$ cat src/rtl/vga_param_controller.sv
// Parametrised VGA timing generator with RGB332 expansion and colour-bar test pattern.
// Latency: pixel request (o_REQ/o_X/o_Y) leads colour/DE/sync/FRAME outputs by 1 cycle.
// Backpressure: none; free-running at the pixel clock, the source must supply i_RGB on o_REQ.
module vga_param_controller #(
    parameter int H_ACTIVE = 640,
    parameter int H_FP     = 16,
    parameter int H_SYNC   = 96,
    parameter int H_BP     = 48,
    parameter int V_ACTIVE = 480,
    parameter int V_FP     = 10,
    parameter int V_SYNC   = 2,
    parameter int V_BP     = 33,
    parameter bit HS_POL   = 1'b0,
    parameter bit VS_POL   = 1'b0,
    parameter int OUT_BITS = 4,
    parameter int CW       = 10
) (
    input  logic                i_CLK,
    input  logic                i_RESET,
    input  logic [7:0]          i_RGB,
    input  logic                i_PATTERN_EN,
    output logic                o_REQ,
    output logic [CW-1:0]       o_X,
    output logic [CW-1:0]       o_Y,
    output logic                o_HSYNC,
    output logic                o_VSYNC,
    output logic                o_DE,
    output logic                o_FRAME,
    output logic [OUT_BITS-1:0] o_RED,
    output logic [OUT_BITS-1:0] o_GREEN,
    output logic [OUT_BITS-1:0] o_BLUE
);

    localparam int H_TOTAL = H_ACTIVE + H_FP + H_SYNC + H_BP;
    localparam int V_TOTAL = V_ACTIVE + V_FP + V_SYNC + V_BP;
    localparam int BAR_W   = H_ACTIVE / 8;

    localparam logic [CW-1:0] H_LAST   = CW'(H_TOTAL - 1);
    localparam logic [CW-1:0] V_LAST   = CW'(V_TOTAL - 1);
    localparam logic [CW-1:0] H_ACT    = CW'(H_ACTIVE);
    localparam logic [CW-1:0] V_ACT    = CW'(V_ACTIVE);
    localparam logic [CW-1:0] H_SS     = CW'(H_ACTIVE + H_FP);
    localparam logic [CW-1:0] H_SE     = CW'(H_ACTIVE + H_FP + H_SYNC);
    localparam logic [CW-1:0] V_SS     = CW'(V_ACTIVE + V_FP);
    localparam logic [CW-1:0] V_SE     = CW'(V_ACTIVE + V_FP + V_SYNC);
    localparam logic [CW-1:0] BAR_LAST = CW'(BAR_W - 1);

    // run_q holds the counters at (0,0) for one cycle after reset so that the
    // first request after release is pixel (0,0) and never a reset artefact.
    logic                run_q;
    logic [CW-1:0]       h_cnt_q, h_cnt_d;
    logic [CW-1:0]       v_cnt_q, v_cnt_d;
    logic                pat_q, pat_d;
    logic [CW-1:0]       bar_pix_q, bar_pix_d;
    logic [2:0]          bar_idx_q, bar_idx_d;

    logic                de_q, de_d;
    logic                hs_q, hs_d;
    logic                vs_q, vs_d;
    logic                frame_q, frame_d;
    logic [OUT_BITS-1:0] red_q, red_d;
    logic [OUT_BITS-1:0] grn_q, grn_d;
    logic [OUT_BITS-1:0] blu_q, blu_d;

    logic                req;
    logic                frame_start;
    logic                pat_cur;
    logic                hs_act;
    logic                vs_act;
    logic [CW-1:0]       bar_pix_cur;
    logic [2:0]          bar_idx_cur;
    logic [OUT_BITS-1:0] r_exp, g_exp, b_exp;

    // MSB-first replication of each RGB332 field up to the output depth.
    for (genvar i = 0; i < OUT_BITS; i++) begin : g_expand
        assign r_exp[OUT_BITS-1-i] = i_RGB[7 - (i % 3)];
        assign g_exp[OUT_BITS-1-i] = i_RGB[4 - (i % 3)];
        assign b_exp[OUT_BITS-1-i] = i_RGB[1 - (i % 2)];
    end

    assign req         = run_q && (h_cnt_q < H_ACT) && (v_cnt_q < V_ACT);
    assign frame_start = run_q && (h_cnt_q == '0) && (v_cnt_q == '0);
    // Mode only changes at the first pixel of a frame, so a frame never tears.
    assign pat_cur     = frame_start ? i_PATTERN_EN : pat_q;
    assign hs_act      = (h_cnt_q >= H_SS) && (h_cnt_q < H_SE);
    assign vs_act      = (v_cnt_q >= V_SS) && (v_cnt_q < V_SE);
    assign bar_pix_cur = (h_cnt_q == '0) ? '0 : bar_pix_q;
    assign bar_idx_cur = (h_cnt_q == '0) ? 3'd0 : bar_idx_q;

    // Next-state for counters, latched mode and bar tracker.
    always_comb begin
        h_cnt_d   = h_cnt_q;
        v_cnt_d   = v_cnt_q;
        pat_d     = pat_q;
        bar_pix_d = bar_pix_cur;
        bar_idx_d = bar_idx_cur;
        if (run_q) begin
            pat_d = pat_cur;
            if (h_cnt_q == H_LAST) begin
                h_cnt_d = '0;
                v_cnt_d = (v_cnt_q == V_LAST) ? '0 : v_cnt_q + CW'(1);
            end else begin
                h_cnt_d = h_cnt_q + CW'(1);
            end
            if (bar_pix_cur == BAR_LAST) begin
                bar_pix_d = '0;
                bar_idx_d = bar_idx_cur + 3'd1;
            end else begin
                bar_pix_d = bar_pix_cur + CW'(1);
            end
        end
    end

    // Output stage next-state: colour source select, blanking and sync levels.
    always_comb begin
        de_d    = req;
        hs_d    = hs_act ? HS_POL : ~HS_POL;
        vs_d    = vs_act ? VS_POL : ~VS_POL;
        frame_d = frame_start;
        red_d   = '0;
        grn_d   = '0;
        blu_d   = '0;
        if (req) begin
            if (pat_cur) begin
                // Bars white..black: R/G/B are the inverted idx bits 1/2/0.
                red_d = {OUT_BITS{~bar_idx_cur[1]}};
                grn_d = {OUT_BITS{~bar_idx_cur[2]}};
                blu_d = {OUT_BITS{~bar_idx_cur[0]}};
            end else begin
                red_d = r_exp;
                grn_d = g_exp;
                blu_d = b_exp;
            end
        end
    end

    // Timing state registers.
    always_ff @(posedge i_CLK) begin
        if (!i_RESET) begin
            run_q     <= 1'b0;
            h_cnt_q   <= '0;
            v_cnt_q   <= '0;
            pat_q     <= 1'b0;
            bar_pix_q <= '0;
            bar_idx_q <= 3'd0;
        end else begin
            run_q     <= 1'b1;
            h_cnt_q   <= h_cnt_d;
            v_cnt_q   <= v_cnt_d;
            pat_q     <= pat_d;
            bar_pix_q <= bar_pix_d;
            bar_idx_q <= bar_idx_d;
        end
    end

    // Output registers, one cycle behind the counters.
    always_ff @(posedge i_CLK) begin
        if (!i_RESET) begin
            de_q    <= 1'b0;
            hs_q    <= ~HS_POL;
            vs_q    <= ~VS_POL;
            frame_q <= 1'b0;
            red_q   <= '0;
            grn_q   <= '0;
            blu_q   <= '0;
        end else begin
            de_q    <= de_d;
            hs_q    <= hs_d;
            vs_q    <= vs_d;
            frame_q <= frame_d;
            red_q   <= red_d;
            grn_q   <= grn_d;
            blu_q   <= blu_d;
        end
    end

    assign o_REQ   = req;
    assign o_X     = h_cnt_q;
    assign o_Y     = v_cnt_q;
    assign o_HSYNC = hs_q;
    assign o_VSYNC = vs_q;
    assign o_DE    = de_q;
    assign o_FRAME = frame_q;
    assign o_RED   = red_q;
    assign o_GREEN = grn_q;
    assign o_BLUE  = blu_q;

endmodule

$ cat config.mk
export PLATFORM = sky130hd
export DESIGN_NAME = vga_param_controller
export DESIGN_NICKNAME = d
export VERILOG_FILES = /design/src/rtl/vga_param_controller.sv
export SDC_FILE = /design/constraint.sdc
export NUM_CORES = 1
export LEC_CHECK = 0
export CELL_PAD_IN_SITES_DETAIL_PLACEMENT = 1
export CELL_PAD_IN_SITES_GLOBAL_PLACEMENT = 2
export CORE_MARGIN = 5
export CORE_UTILIZATION = 29
export DETAILED_ROUTE_END_ITERATION = 7
export HOLD_SLACK_MARGIN = 0.08
export PLACE_DENSITY = 0.79
export SYNTH_ARGS = -nofsm -noshare
export SYNTH_HDL_FRONTEND = slang
export SYNTH_SLANG_ARGS = --single-unit
$ cat constraint.sdc
create_clock -name i_CLK -period 3.1 [get_ports i_CLK]
set_clock_uncertainty 0.1 [all_clocks]
set_input_delay 0.62 -clock i_CLK [delete_from_list [all_inputs] [get_ports i_CLK]]
set_output_delay 0.62 -clock i_CLK [all_outputs]
set_load 0.03 [all_outputs]
* Word-level counts from Yosys, hierarchy flattened *
Cells that the tools add are included.

word-level totals
  register bits after elaboration = 51
  latch bits = 0
  memory bits (writable) = 0
  memory bits (read-only) = 0
  input bits = 11
  output and inout bits = 37
  logic and storage cells = 54
  memories = 0

operators by class
  add/sub/neg operators = 4
  $mul = 0
  div/mod/pow operators = 0
  magnitude comparators = 6
  eq/ne operators = 3
  shift operators = 0
  muxes and demuxes = 15
  bitwise gates (word level) = 3
  reduce and logical (&&, ||, !) cells = 10

operator list
  kind                                                                count
  two-way mux 10 bit                                                  5
  adder 10 x 1 -> 10 bit, second input constant                       3
  == test 10 bit, second input constant                               2
  zero test 10 bit                                                    2
  less-than comparator 10 bit, second input constant                  2
  less-than comparator 10 x 9 -> 1 bit, second input constant         2
  two-way mux 4 bit                                                   3
  == test 10 x 7 -> 1 bit, second input constant                      1
  greater-or-equal comparator 10 bit, second input constant           1
  greater-or-equal comparator 10 x 9 -> 1 bit, second input constant  1
  two-way mux 3 bit                                                   3
  logical AND 1 bit                                                   6
  two-way mux 1 bit                                                   4
  AND reduction 2 bit                                                 2
  adder 3 x 1 -> 3 bit, second input constant                         1
  inverter 1 bit                                                      3

* Depth between registers and ports, before layout *
Gate-level depths: netlist of the first run.

  word-level depth = 5
  mapped depth = 10
  depth with buffers taken out = 9

* Worst setup path after synthesis of the first run *
OpenSTA, ideal clock, no wires.

  path kind = register -> register
  from = register h_cnt_q[5] (netlist: o_X[5])
  to = register bar_idx_q[2]
  setup time = 0.070 ns
  arrival = 2.594 ns
  data required time = 2.930 ns
  setup slack = 0.337 ns
  stages on the path, launching flop included = 11
  buffers on the path = 2
  clock period less this slack = 2.763 ns
  cell sequence = dfxtp_1 -> clkbuf_1 -> nor3_2 -> nand4b_1 -> and2_1 -> ha_1 -> nand4_1 -> or4_1 -> buf_2 -> or3_1 -> a21oi_1

between the ends
  word-level cells in the longest chain between the ends = 5
  elaborated cells between the ends (all ways) = 7
  those cells by class = add/sub (1); eq/ne (1); mux (4); reduce/logical (1)

ends and longest elaborated chain
  item                                                                    RTL line  source
  start: declaration                                                      51        logic [CW-1:0] h_cnt_q, h_cnt_d;
  start signal: assignment                                                148       h_cnt_q <= h_cnt_d;
  zero test 10 bit *                                                      87, 88
  two-way mux 3 bit / two-way mux 10 bit (equally long branches)          88, 87
  adder 3 x 1 -> 3 bit / == test 10 x 7 -> 1 bit (equally long branches)  107, 105
  two-way mux 3 bit                                                       105       if (bar_pix_cur == BAR_LAST) begin
  two-way mux 3 bit *                                                     97        if (run_q) begin
  end signal: assignment                                                  152       bar_idx_q <= bar_idx_d;
  end: declaration                                                        55        logic [2:0] bar_idx_q, bar_idx_d;

Mark *: on every way between the ends. The rest lies on a longest branch, timed or not.
A chain may end at the register's enable or synchronous reset.

* Worst setup path in the final report of the first run *
  from = register h_cnt_q[0] (netlist: o_X[0])
  to = register bar_idx_q[2]

The elaborated chain is that of the path after synthesis.

==> summary.md, run 1 <==
The run finished with clean final reports. For the HPWL reported at the end of detailed placement, the log shows 4170 um. For the final count of negative-setup-slack endpoints, the log shows 0. The sequential standard cell area is 941 um^2. The multi-input combinational cells in the finished layout cover a total of 1070 um^2. Summing every instance area after synthesis gives 2140 um^2. The fraction of final layout cells with drive strength greater than 1 was 0.0673. For the largest net degree at the start of global routing, the log shows 15. The summed negative setup slack over all endpoints is 0 ps, and the post-detailed-route wirelength per cell is 14.2 um. In this run the tool buffered the top-level ports with 47 buffer cells. Effective utilization at floorplan: 0.296. Counting every net in the synthesized netlist gives 265. The mean instance size in the synthesized netlist works out to 8.62 um^2.

The first global-routing pass estimated 9260 um of wire. The tree built by TritonCTS fans out to 47 sinks. For the total setup buffers inserted after CTS, the log shows 0.

Largest fanout of any net on the critical path: 7. The peak clock frequency supported by timing is 0.361 GHz, and the CTS clock-pin slew for the worst setup and hold paths is 90 ps. Setup repair after global routing left no endpoint under its margin. The logs give 0 for the max-cap check violation count and 300 ps for the source-to-sink clock delay at the later pin of the worst-skew pair. The worst max-slew margin expressed relative to the limit was 0.530; the transition time of the tightest slew-check pin was 701 ps. The repair_antennas step left the layout with diodes totalling 0.

The tools report the arrival time of data at the critical path endpoint as 2910 ps. Summing internal, switching and leakage power gives 0.00113 W. The portion of synthesized cell area occupied by the leading cell type works out to 0.440. The worst hold path belongs to the class register to register. The number of hold buffers added after cts came out at 0. Once the clock tree was built, the resizer swapped 0 gates to a different size. For the total grt overflow, the log shows 0. For the worst setup path, the data required time is 3230 ps. The die is 95.8 um wide.

For the number of max-slew violations in the final report, the log shows 0. The H-tree generated during clock tree synthesis spans 2 levels. For the last weighted congestion value of the routability-driven placer, the log shows 0.739.

STA classifies the critical path startpoint as a register. The final period utilization works out to 0.895. The final net count came out at 313. The floorplan has 31 rows. The critical path start-end classification was register to register. Static leakage: 1.02 nW.

The tools report the number of buffers on the longest clock path as 2. For this block, the routed nets add up to 5630 um of wire. Subtracting the final worst setup slack from the clock period gives 2770 ps. The share of the yosys chip area belonging to registers was 0.440; the overall global routing resource usage was 0.128.

The via count of the first global-routing pass is 1858, and the number of hold-slack violations in the final timing report is 0. The most area-hungry cell type in the Yosys netlist is sky130_fd_sc_hd__dfxtp_1. The worst setup path is captured at a register. The maximum cell stage delay along the critical path came out at 680 ps. The detailed router placed 1908 vias in this run. In the routed design, unresolved DRC markers number 0. In the routed layout, each cell is associated on average with a via count of 4.82. The count of nets left with antenna violations once routing finished came out at 0. The critical path goes through inv_1, ha_1, nand4b_1, and2_1, ha_1, nand4_1, or4_1, or3_1, a21oi_1. For the initial antenna violation count, the log shows 0. The total clock buffers created by CTS was 5. For this design the top-level I/O count stands at 48. Initial detailed-routing violation count: 38.

The first detailed-routing pass ran for 4 iterations. TritonCTS built the clock tree. After filler insertion, the fill cell instance count of the layout stands at 876. The library cell contributing the largest single delay on the critical path was sky130_fd_sc_hd__or4_1.

The Yosys step of the flow raised 0 warnings. Relative to the synthesized area, the layout overhead comes to 31.1%. Measured along the y axis, the die boundary spans 95.8 um. The cell repeated most along the worst path is sky130_fd_sc_hd__ha_1. The standard cell core area came out at 7210 um^2. The top cell types in the final layout, fill and taps aside, are 47 x sky130_fd_sc_hd__dfxtp_1, 47 x sky130_fd_sc_hd__clkdlybuf4s50_1, 25 x sky130_fd_sc_hd__nor2_1, 17 x sky130_fd_sc_hd__inv_1, 15 x sky130_fd_sc_hd__nand2_1. By area the synthesized netlist is led by sky130_fd_sc_hd__dfxtp_1 44%, sky130_fd_sc_hd__nor2_1 4.4%, sky130_fd_sc_hd__xor2_1 4.1%. The tools report the area of the die as 9190 um^2. Counting every instance in the synthesized netlist gives 248. The post-layout utilization of the core was 0.388; the post-synthesis sequential element count was 47. After synthesis, the netlist uses 38 different library cells. IR analysis of the VDD net gives a maximum drop of 0.136 mV. In this run the power density over the cells is 403 nW/um^2.

The tools report the clock root buffer master as sky130_fd_sc_hd__clkbuf_8.
==> logic make-up (layout without fill, tap and decap cells) <==
family	Yosys count	after routing	share of synthesized area
simple gates	105	105	0.271
flops	47	47	0.440
compound gates	40	40	0.110
buf+inv	30	79	0.0603
xor+xnor	18	18	0.0738
fa+ha+maj	6	6	0.0351
mux	2	2	0.00937
==> Yosys cell counts <==
master and number:
sky130_fd_sc_hd__or4_1 4, sky130_fd_sc_hd__a31oi_1 8, sky130_fd_sc_hd__or4b_1 1, sky130_fd_sc_hd__mux2i_1 2, sky130_fd_sc_hd__a21o_1 1, sky130_fd_sc_hd__a311oi_1 1
sky130_fd_sc_hd__o21ai_0 8, sky130_fd_sc_hd__nor2b_1 3, sky130_fd_sc_hd__buf_1 1, sky130_fd_sc_hd__o21ai_1 2, sky130_fd_sc_hd__and3_1 6, sky130_fd_sc_hd__xnor2_1 8
sky130_fd_sc_hd__or2b_1 1, sky130_fd_sc_hd__nand3b_1 2, sky130_fd_sc_hd__clkbuf_1 7, sky130_fd_sc_hd__inv_1 17, sky130_fd_sc_hd__o31ai_1 2, sky130_fd_sc_hd__nand4b_1 2
sky130_fd_sc_hd__dfxtp_1 47, sky130_fd_sc_hd__o211ai_1 1, sky130_fd_sc_hd__nor4_1 2, sky130_fd_sc_hd__xor2_1 10, sky130_fd_sc_hd__or3_1 7, sky130_fd_sc_hd__nor3_1 5
sky130_fd_sc_hd__a31o_2 3, sky130_fd_sc_hd__nand2_1 15, sky130_fd_sc_hd__nor3_2 1, sky130_fd_sc_hd__and4_1 4, sky130_fd_sc_hd__or3b_1 1, sky130_fd_sc_hd__nor2_1 25
sky130_fd_sc_hd__a21oi_1 14, sky130_fd_sc_hd__ha_1 6, sky130_fd_sc_hd__buf_2 1, sky130_fd_sc_hd__nand4_2 1, sky130_fd_sc_hd__buf_4 4, sky130_fd_sc_hd__and2_1 5
sky130_fd_sc_hd__nand3_1 9, sky130_fd_sc_hd__nand4_1 11
==> registers in the layout (all words and copies together) (netlist names) <==
signal / count
o_VSYNC: 1
run_q: 1
bar_idx_q: 3
o_DE: 1
o_FRAME: 1
o_HSYNC: 1
o_RED: 3
o_X: 10
o_BLUE: 2
o_GREEN: 3
pat_q: 1
o_Y: 10
bar_pix_q: 10
==> final timing paths <==
kind,endpoint,slack [ps],from,cells after the start
setup / recovery,bar_idx_q[2]$_SDFF_PN0_,330,o_X[0]$_SDFFE_PN0P_,9
hold / removal,bar_pix_q[2]$_SDFF_PN0_,400,bar_pix_q[2]$_SDFF_PN0_,2
setup reg to reg,bar_idx_q[2]$_SDFF_PN0_,330,o_X[0]$_SDFFE_PN0P_,9
hold reg to reg,bar_pix_q[2]$_SDFF_PN0_,400,bar_pix_q[2]$_SDFF_PN0_,2
==> report_power, final <==
group          leakage, nW  internal (W)  total, W  switching (W)
clock network       0.0477      0.000155  0.000364       0.000209
registers            0.382      0.000617  0.000627     0.00000969
logic                0.587     0.0000568  0.000140      0.0000827
total                 1.02      0.000829   0.00113       0.000301
==> area by class of cell <==
cell class / count / share of cell area
clock inverter: 3 / 0.00536
multi-input combinational: 171 / 0.381
timing repair buffer: 54 / 0.187
sequential: 47 / 0.336
clock buffer: 5 / 0.0246
tap: 99 / 0.0442
inverter: 17 / 0.0228
==> metal layers <==
metal  global-route usage  vias to the layer above  share of wire  routed length, um
met1                0.156                      915           0.45               2540
li1                     -                      961              -                  -
met5                    0                        -              0                  0
met4               0.0462                        0          0.015                 82
met2                0.221                       23           0.51               2860
met3               0.0266                        9          0.027                151
==> critical path, delay by kind of cell (launching register included) <==
family                     cells  cell delay (ps)
and+or+nand+nor                5             1540
buffers and inverters          1               70
DFF                            1              450
AOI/OAI and AO/OA              1              160
adders and majority gates      2              400
==> through the flow <==
stage / hold slack, ps / instance area, um^2 / setup slack (ps) / cells
after floorplan: 357 / 2140 / 337 / 248
after global placement: 378 / 2720 / 488 / 388
after detailed placement: 393 / 2720 / 333 / 388
after CTS: 407 / 2800 / 300 / 396
after global routing: 437 / 2800 / 130 / 396
final: 404 / 2800 / 327 / 396
Note: power is estimated with default switching activity, not from simulation.
==> run 2, diff against run 1 <==
--- a/config.mk
+++ b/config.mk
@@ -15,3 +15,4 @@
 export SYNTH_ARGS = -nofsm -noshare
 export SYNTH_HDL_FRONTEND = slang
 export SYNTH_SLANG_ARGS = --single-unit
+export TNS_END_PERCENT = 1
==> results of run 2 <==
The final DEF is identical to that of run 1; final timing and power are the same.
==> run 3, diff against run 2 <==
--- a/config.mk
+++ b/config.mk
@@ -11,6 +11,7 @@
 export CORE_UTILIZATION = 29
 export DETAILED_ROUTE_END_ITERATION = 7
 export HOLD_SLACK_MARGIN = 0.08
+export MAX_ROUTING_LAYER = met4
 export PLACE_DENSITY = 0.79
 export SYNTH_ARGS = -nofsm -noshare
 export SYNTH_HDL_FRONTEND = slang
==> run 3 against run 2 <==
Fmax is 0.30% higher. Highest routed layer unchanged. Critical path depth stayed put. Power is 0.20% lower. Clock power hardly changed. Worst setup slack better by 8.3 ps. Routed wire length is 0.75% lower. Sequential share of layout area stayed put. Combinational power hardly changed. Die area stayed put. Cell count stayed put.
==> summary.md, run 3 (synthesis results as in run 1) <==
The flow ran to the end, and the final reports show no timing, DRC or antenna violations. The maximum level of the CTS H-tree is 2 (unchanged). CTS clock-pin slew for the worst setup and hold paths: 80 ps (about the same).

STA classifies the critical path startpoint as a register. The endpoint class of the critical path is a register. The number of cells on the worst hold path was 2 (unchanged); the number of buffers on the longest clock path was 2 (unchanged).

Setup repair after global routing left no endpoint under its margin. The tree is rooted in a sky130_fd_sc_hd__clkbuf_8. The HPWL reported at the end of detailed placement was 4170 um (unchanged); the horizontal die dimension was 95.8 um (unchanged). The run gives 1860 (+0.11%) as the via count of the first global-routing pass. The depth of the most critical reg-to-reg path was 9 (unchanged); the number of max-slew violations in the final report was 0 (unchanged). The minimum period implied by the final worst setup slack is 2770 ps (-8.34 ps), and the share of total power in the clock network is 0.321 (about the same). The transition time of the tightest slew-check pin was 678 ps (-22.8 ps); the static leakage was 1.02 nW (unchanged). The run gives 0.556 (about the same) as the relative contribution of sequential cells to total power. The library cells used most frequently in the layout, excluding fill and tap cells, are 47 x sky130_fd_sc_hd__dfxtp_1, 47 x sky130_fd_sc_hd__clkdlybuf4s50_1, 25 x sky130_fd_sc_hd__nor2_1, 17 x sky130_fd_sc_hd__inv_1, 15 x sky130_fd_sc_hd__nand2_1. The overall power after layout was 0.00113 W (-0.20%); the source-to-sink clock delay at the later pin of the worst-skew pair was 300 ps (about the same). For the summed negative setup slack over all endpoints, the log shows 0 ps (unchanged). The run gives 48 (unchanged) as the total I/O pin count. The tools report the maximum vdd drop as 0.136 mV (-0.41%). The tools report the combinational share of power as 0.123 (about the same). The fraction of final layout cells with drive strength greater than 1 is 0.0673 (unchanged), and the standard cell core area is 7210 um^2 (unchanged).

The endpoint identified for the worst register-to-register timing path is bar_idx_q[2]$_SDFF_PN0_. The run gives 0 (unchanged) as the antenna diode instance count. TritonCTS built the clock tree.

Critical path start-end classification: register to register. The total clock buffers created by CTS was 5 (unchanged). The count of antenna-violating nets left after detailed routing was 0 (unchanged).

The last weighted congestion value of the routability-driven placer was 0.749 (+1.2%). The global-route wire length before repair was 9250 um (about the same); the final net count was 313 (unchanged). Power per unit of standard cell area: 402 nW/um^2 (-0.20%). The worst hold path terminates at bar_pix_q[1]$_SDFF_PN0_. The count of input and output buffers came out at 47 (unchanged). The largest net degree at the start of global routing is 15 (unchanged). The via count normalized by instance count was 4.80 (-0.42%); the cell internal power dissipation was 0.000829 W (about the same). Initial antenna violation count: 0 (unchanged). The least setup slack across all paths after layout is 335 ps (+8.33 ps). The wire length reported by the detailed router is 5590 um (-0.75%), and the overall die height is 95.8 um (unchanged).

For the total setup buffers inserted after CTS, the log shows 0 (unchanged). The initial detailed-routing violation count was 51 (+34%). The post-detailed-route wirelength per cell is 14.1 um (-0.75%). The max-cap check violation count was 0 (unchanged); the share of total power consumed by net switching was 0.265 (-0.00145).

For the area of the die, the log shows 9190 um^2 (unchanged). The arrival time of data at the critical path endpoint was 2900 ps (about the same). Number of hold buffers added after cts: 0 (unchanged). The final period utilization works out to 0.892 (-0.00269). The largest fanout of any net on the critical path is 7 (unchanged). Worst min-delay path category: register to register. The total grt overflow was 0 (unchanged); the layout overhead on the synthesized area was 31.1% (unchanged). The tools report the final count of negative-setup-slack endpoints as 0 (unchanged). The start point of the worst min-delay path is bar_pix_q[1]$_SDFF_PN0_. Number of core rows: 31 (unchanged). The tools report the post-CTS resize count as 0 (unchanged).

The logs give 0.000299 W (-0.75%) for the net switching power and 0 (unchanged) for the post-route DRC violation count. The run gives 0.545 (+0.0153) as the worst max-slew margin expressed relative to the limit. The tools report the pre-CTS worst setup slack as 333 ps (unchanged). The tools report the detailed-route via count as 1900 (-0.42%).

The run gives 47 (unchanged) as the clock sink count. The slack of the worst reg-to-reg path is 330 ps (about the same), and the effective utilization at floorplan is 0.296 (unchanged). For the number of optimization iterations in the first detailed-route pass, the log shows 4 (unchanged). The overall global routing resource usage was 0.131 (+0.00361); the critical path required time was 3230 ps (about the same).

The logs give 0.362 GHz (+0.30%) for the peak clock frequency supported by timing and 0 (unchanged) for the number of hold-slack violations in the final timing report. The tools report the beginning of the worst register-to-register path as o_X[0]$_SDFFE_PN0P_.
## run 3: stage by stage
step / std cells / instance area [um^2] / hold WS [ps] / util
4_1_cts: 396 / 2800 / 407 / 0.388
3_3_place_gp: 388 / 2720 / 378 / 0.377
6_report: 396 / 2800 / 404 / 0.388
2_1_floorplan: 248 / 2140 / 357 / -
5_1_grt: 396 / 2800 / 437 / 0.388
3_5_place_dp: 388 / 2720 / 393 / 0.377
## run 3: power by group through the flow
stage / registers (W) / clock network (W) / logic [W]
floorplan: 0.000661 / 0 / 0.0000597
global placement: 0.000640 / 0 / 0.000139
detailed placement: 0.000641 / 0 / 0.000141
CTS: 0.000627 / 0.000377 / 0.000143
global route: 0.000629 / 0.000404 / 0.000151
finish: 0.000627 / 0.000362 / 0.000139
## run 3: critical path: stages, from the launching register on
cell	delay, ps
sky130_fd_sc_hd__dfxtp_1	450
sky130_fd_sc_hd__inv_1	70
sky130_fd_sc_hd__ha_1	240
sky130_fd_sc_hd__nand4b_1	140
sky130_fd_sc_hd__and2_1	150
sky130_fd_sc_hd__ha_1	160
sky130_fd_sc_hd__nand4_1	190
sky130_fd_sc_hd__or4_1	670
sky130_fd_sc_hd__or3_1	360
sky130_fd_sc_hd__a21oi_1	150
## run 3: layout make-up
type,instances,area [um^2]
timing repair buffer,54,523
tap,99,124
multi-input combinational,171,1070
fill,876,4410
clock inverter,3,15.0
clock buffer,5,68.8
inverter,17,63.8
sequential,47,941
## run 3: layer usage
| metal | part of all wire | global-route usage | vias to the layer above |
|---|---|---|---|
| met5 | 0 | - | - |
| met4 | 0.016 | 0.0462 | 0 |
| met3 | 0.026 | 0.0250 | 7 |
| met2 | 0.51 | 0.221 | 25 |
| met1 | 0.45 | 0.157 | 909 |
| li1 | - | - | 959 |
## run 3: how the worst max path moves through the flow
stage / start / to / slack [ps] / cells past startpoint
after floorplan: o_X[5]$_SDFFE_PN0P_ / bar_idx_q[2]$_SDFF_PN0_ / 340 / 10
final: o_X[0]$_SDFFE_PN0P_ / bar_idx_q[2]$_SDFF_PN0_ / 330 / 9
after global placement: o_X[0]$_SDFFE_PN0P_ / bar_idx_q[2]$_SDFF_PN0_ / 490 / 9
after global routing: o_X[0]$_SDFFE_PN0P_ / bar_idx_q[2]$_SDFF_PN0_ / 130 / 9
after detailed placement: o_X[0]$_SDFFE_PN0P_ / bar_idx_q[2]$_SDFF_PN0_ / 330 / 9
after CTS: o_X[0]$_SDFFE_PN0P_ / bar_idx_q[2]$_SDFF_PN0_ / 300 / 9
